===== config.mk =====
export PLATFORM = sky130hd
export DESIGN_NAME = uart_rx_engine
export DESIGN_NICKNAME = d
export VERILOG_FILES = /design/src/rtl/uart_rx_engine.sv
export SDC_FILE = /design/constraint.sdc
export NUM_CORES = 1
export LEC_CHECK = 0
export CAP_MARGIN = 0
export CORE_MARGIN = 10
export CORE_UTILIZATION = 40
export DETAILED_ROUTE_END_ITERATION = 6
export PLACE_DENSITY_LB_ADDON = 0.08
export SKIP_LAST_GASP = 1
export SYNTH_ARGS = -nofsm -noshare
export SYNTH_HDL_FRONTEND = slang
export SYNTH_SLANG_ARGS = --single-unit

===== constraint.sdc =====
create_clock -name clk_i -period 3.7 [get_ports clk_i]
set_clock_uncertainty 0.15 [all_clocks]
set_input_delay 0.74 -clock clk_i [delete_from_list [all_inputs] [get_ports clk_i]]
set_output_delay 0.74 -clock clk_i [all_outputs]
set_load 0.05 [all_outputs]

===== src/rtl/uart_rx_engine.sv =====
// Oversampling UART receiver: synchronizes rx_i, votes each bit at mid-bit and
// reports one byte per frame with parity, framing and break status.
module uart_rx_engine #(
  parameter int OSR = 16
) (
  input  logic        clk_i,
  input  logic        rst_i,
  input  logic        rx_i,
  input  logic        rx_enable_i,
  input  logic [15:0] baud_div_i,
  input  logic        parity_en_i,
  input  logic        parity_odd_i,
  output logic [7:0]  rx_data_o,
  output logic        rx_valid_o,
  output logic        parity_err_o,
  output logic        frame_err_o,
  output logic        break_o,
  output logic        rx_idle_o
);

  localparam int MID = OSR / 2;

  typedef enum logic [2:0] {IDLE, START, DATA, PARITY, STOP} state_t;

  state_t      state, state_nxt;
  logic        rx_meta, rx_s, rx_s_d;
  logic [15:0] div_cnt;
  logic [4:0]  tick_cnt;
  logic [2:0]  bit_cnt;
  logic [1:0]  votes;
  logic [7:0]  sh_reg;
  logic        par_en_q, par_odd_q, par_vote_q, par_err_q, brk_lock;
  logic        tick, rx_fall, start_ok, vote_now, bit_end, vote;
  logic        start_edge, capture;

  function automatic logic majority(input logic a, input logic b, input logic c);
    return (a & b) | (a & c) | (b & c);
  endfunction

  // Comparing with >= lets a shrinking baud_div_i take effect at the next compare.
  assign tick     = (div_cnt >= baud_div_i);
  assign rx_fall  = rx_s_d & ~rx_s;
  assign start_ok = rx_enable_i & rx_fall & ~brk_lock;
  assign vote_now = tick && (tick_cnt == 5'(MID + 1));
  assign bit_end  = tick && (tick_cnt == 5'(OSR - 1));
  assign vote     = majority(votes[1], votes[0], rx_s);
  assign rx_idle_o = (state == IDLE);

  always_comb begin
    state_nxt  = state;
    start_edge = 1'b0;
    capture    = 1'b0;
    case (state)
      IDLE: begin
        if (start_ok) begin
          state_nxt  = START;
          start_edge = 1'b1;
        end
      end
      START: begin
        if (vote_now && vote) state_nxt = IDLE;
        else if (bit_end)     state_nxt = DATA;
      end
      DATA: begin
        if (bit_end && bit_cnt == 3'd7) state_nxt = par_en_q ? PARITY : STOP;
      end
      PARITY: begin
        if (bit_end) state_nxt = STOP;
      end
      STOP: begin
        // Leave at the vote, not the bit end, so a back-to-back start edge is caught.
        if (vote_now) begin
          capture = 1'b1;
          if (start_ok) begin
            state_nxt  = START;
            start_edge = 1'b1;
          end else begin
            state_nxt = IDLE;
          end
        end
      end
      default: state_nxt = IDLE;
    endcase
    if (!rx_enable_i) begin
      state_nxt  = IDLE;
      start_edge = 1'b0;
      capture    = 1'b0;
    end
  end

  always_ff @(posedge clk_i) begin
    if (rst_i) begin
      rx_meta  <= 1'b1;
      rx_s     <= 1'b1;
      rx_s_d   <= 1'b1;
      state    <= IDLE;
      div_cnt  <= '0;
      tick_cnt <= '0;
      bit_cnt  <= '0;
      par_en_q <= 1'b0;
      par_odd_q <= 1'b0;
      par_vote_q <= 1'b0;
      par_err_q <= 1'b0;
      brk_lock <= 1'b0;
    end else begin
      rx_meta <= rx_i;
      rx_s    <= rx_meta;
      rx_s_d  <= rx_s;
      state   <= state_nxt;

      if (start_edge)  div_cnt <= '0;
      else if (tick)   div_cnt <= '0;
      else             div_cnt <= div_cnt + 16'd1;

      if (start_edge || state == IDLE) tick_cnt <= '0;
      else if (tick) tick_cnt <= (tick_cnt == 5'(OSR - 1)) ? 5'd0 : tick_cnt + 5'd1;

      if (start_edge) bit_cnt <= '0;
      else if (state == DATA && bit_end) bit_cnt <= bit_cnt + 3'd1;

      if (start_edge) begin
        par_en_q   <= parity_en_i;
        par_odd_q  <= parity_odd_i;
        par_vote_q <= 1'b0;
        par_err_q  <= 1'b0;
      end else if (state == PARITY && vote_now) begin
        par_vote_q <= vote;
        par_err_q  <= vote ^ (^sh_reg) ^ par_odd_q;
      end

      // After a break the line must be seen high for a tick before re-arming.
      if (capture && (sh_reg == 8'h00) && !vote && !(par_en_q && par_vote_q))
        brk_lock <= 1'b1;
      else if (state == IDLE && tick && rx_s)
        brk_lock <= 1'b0;
    end
  end

  always_ff @(posedge clk_i) begin
    if (tick && tick_cnt == 5'(MID - 1)) votes[1] <= rx_s;
    if (tick && tick_cnt == 5'(MID))     votes[0] <= rx_s;
    if (state == DATA && vote_now)       sh_reg   <= {vote, sh_reg[7:1]};
  end

  always_ff @(posedge clk_i) begin
    if (rst_i) begin
      rx_valid_o   <= 1'b0;
      rx_data_o    <= 8'h00;
      parity_err_o <= 1'b0;
      frame_err_o  <= 1'b0;
      break_o      <= 1'b0;
    end else begin
      rx_valid_o <= capture;
      if (capture) begin
        rx_data_o    <= sh_reg;
        parity_err_o <= par_en_q & par_err_q;
        frame_err_o  <= ~vote;
        break_o      <= (sh_reg == 8'h00) & ~vote & ~(par_en_q & par_vote_q);
      end
    end
  end

endmodule


==> results.md <==
* Status: complete, no violations
* Top post-synthesis cells by area: dfxtp_1, ha_1, edfxtp_1
* Highest-count cells in the layout ignoring fill and taps: nor2_1, dfxtp_1, clkdlybuf4s50_1, inv_1, ha_1
* Wire per inst at 12.6 µm
* Detail Route Antenna Nets at 0
* Post-detail-place hpwl at 4430 µm
* Detailed Routing Iterations Pass 1 at 4
* Seq/Total Area, Yosys at 0.421
* DRC at 0
* Number of max-capacitance violations reported at 0
* Die width at 106 µm
* Power Density at 405 nW/µm²
* Placer congestion estimate at 0.822
* Leak Pwr at 1.49 nW
* Final Hold Vio Count at 0
* Max IR drop VDD at 169 µV
* Cts bufs inserted at 9
* Fill count at 687
* Final setup fails at 0
* Initial antenna violation count at 0
* Synth unique cells at 46
* Remaining Overflow, GRT at 0
* Htree depth at 3
* Post-CTS sizing at 0
* Skew-Pair Late Insertion Delay at 0.33 ns
* Routed WL at 5900 µm
* Fin crit period at 3.22 ns
* I/O Pins at 35
* Share of the synthesized area in the top cell type at 0.319
* Worst Setup Start Kind: input pin
* Sum Neg Setup Slack at 0 ns
* Worst EP required at 3.80 ns
* Hold EP: rx_s
* Max FFs per register at 16
* Synthesized area at 2950 µm²
* Synth-to-layout area growth at 25.0%
* Post-synthesis cell count at 324
* Yosys Warn Count at 0
* Root cell of the clock tree: clkbuf_8
* Largest net degree at the start of global routing at 23
* Util after Layout at 0.511
* Worst-path clk slew at 0.06 ns
* Critical Path Sink Type: flop
* Via count at 2231
* Crit path kind: in -> reg
* CTS tree: done
* Unrepaired setup endpoints after global routing: no
* Worst rel slew slack at 0.611
* CTS max path bufs at 2
* RR Endpoint: div_cnt[5]
* Pin slew with the least headroom to its limit at 0.580 ns
* Mapped Nets at 372
* Antenna Cells at 0
* Tcrit/Tclk final at 0.870
* Register-to-register setup slack at 0.94 ns
* GRT Total Usage at 0.112
* Cell depth of the worst flop-to-flop path at 8
* Pins Over Slew Limit at 0
* #FFs+latches synth at 57
* Total setup buffers inserted after CTS at 0
* Vias per cell at 4.77
* Cell taking the most area after synthesis: dfxtp_1
* Reg2reg start: div_cnt[0]
* Hold path start: rx_meta
* Starting Density at 0.409
* PortBufs at 34
* # hold bufs at CTS at 0
* Crit path DAT at 3.32 ns
* Layout Nets at 412
* Vias in the first global route at 2230
* Commonest non-fill, non-tap cell in the layout: nor2_1
* CP Max Fanout at 16
* Share of post-route cells with drive strength above 1 at 0.0813
* Hold Crit Class: reg -> reg
* Die area at 11200 µm²
* Num rows at 31
* Initial DRC Count at 67
* Avg Cell Area, Syn at 9.10 µm²
* Chip height at 106 µm
* Sink Count at 57
* WHS Path Cells at 1
* Core Area at 7210 µm²
* Max Clk Rate at 0.311 GHz
* First-pass GRT wire length at 10400 µm
-- metal layers --
layer | global-route usage | routed length [µm]
met5 | 0 | 0
met1 | 0.137 | 2840
met2 | 0.176 | 2720
met4 | 0.0377 | 84
met3 | 0.0420 | 257
-- how the worst max path moves through the flow --
stage	start	to	slack, ns
after floorplan	baud_div_i[13]	sh_reg[0]	0.73
after global placement	baud_div_i[13]	div_cnt[9]	0.18
after detailed placement	baud_div_i[13]	div_cnt[4]	0.10
after CTS	baud_div_i[13]	div_cnt[4]	0.45
after global routing	baud_div_i[13]	div_cnt[6]	0.33
final	baud_div_i[13]	div_cnt[5]	0.48
-- logic make-up (layout without fill, tap and decap cells) --
kind of cell,count (synthesis),after routing,synth area share
and+or+nand+nor,131,131,0.219
DFF,57,57,0.421
buffers and inverters,39,84,0.0522
AOI/OAI and AO/OA,35,35,0.0840
adders and majority gates,27,27,0.114
xor gates and xnor gates,21,21,0.0624
muxes,14,14,0.0475
-- Yosys cell counts, drive strengths merged --
| cell | count |
|---|---|
| a2111oi | 1 |
| a211o | 1 |
| a211oi | 4 |
| a21boi | 1 |
| a21o | 1 |
| a21oi | 10 |
| a31oi | 1 |
| a41oi | 1 |
| and2 | 1 |
| and3 | 6 |
| and4bb | 1 |
| buf | 5 |
| clkbuf | 5 |
| dfxtp | 47 |
| edfxtp | 10 |
| ha | 26 |
| inv | 29 |
| maj3 | 1 |
| mux2i | 14 |
| nand2 | 22 |
| nand2b | 4 |
| nand3 | 15 |
| nand4 | 7 |
| nor2 | 52 |
| nor2b | 3 |
| nor3 | 7 |
| nor3b | 1 |
| nor4 | 2 |
| nor4b | 1 |
| o211ai | 2 |
| o21a | 3 |
| o21ai | 4 |
| o21bai | 1 |
| o221ai | 1 |
| o22ai | 2 |
| o31ai | 2 |
| or2 | 5 |
| or3 | 4 |
| xnor2 | 8 |
| xor2 | 13 |
-- worst max-delay path, stage by stage --
cell and delay (ns):
clkdlybuf4s50_1 0.45, inv_1 0.04, ha_1 0.29, a211o_1 0.29
o211ai_1 0.07, o21ai_0 0.17, or3_4 0.45, or3_1 0.62
nor2_1 0.19
-- report_power, final --
group / total (mW) / switching [mW] / leakage [nW] / internal [mW]
sequential: 0.640 / 0.00566 / 0.469 / 0.634
combinational: 0.0774 / 0.0344 / 0.890 / 0.0429
clock: 0.777 / 0.246 / 0.134 / 0.531
total: 1.49 / 0.286 / 1.49 / 1.21
-- final cells by class --
cell class,instances,area [µm²],share of cell area
multi-input combinational,228,1550,0.422
tap,99,124,0.0336
clock buffer,10,138,0.0374
timing repair buffer,39,390,0.106
inverter,29,109,0.0296
sequential,57,1240,0.337
clock inverter,6,129,0.0350
-- per-stage QoR --
stage	std cells	setup WS, ns	area [µm²]	power [mW]	hold WS (ns)
after CTS	468	0.450	3680	1.52	0.282
after detailed placement	452	0.103	3420	0.732	0.253
final	468	0.480	3680	1.49	0.270
after global placement	452	0.176	3420	0.731	0.255
after global routing	468	0.333	3680	1.55	0.296
after floorplan	324	0.731	2950	0.698	0.239
Power figures use the tool's default switching activity.
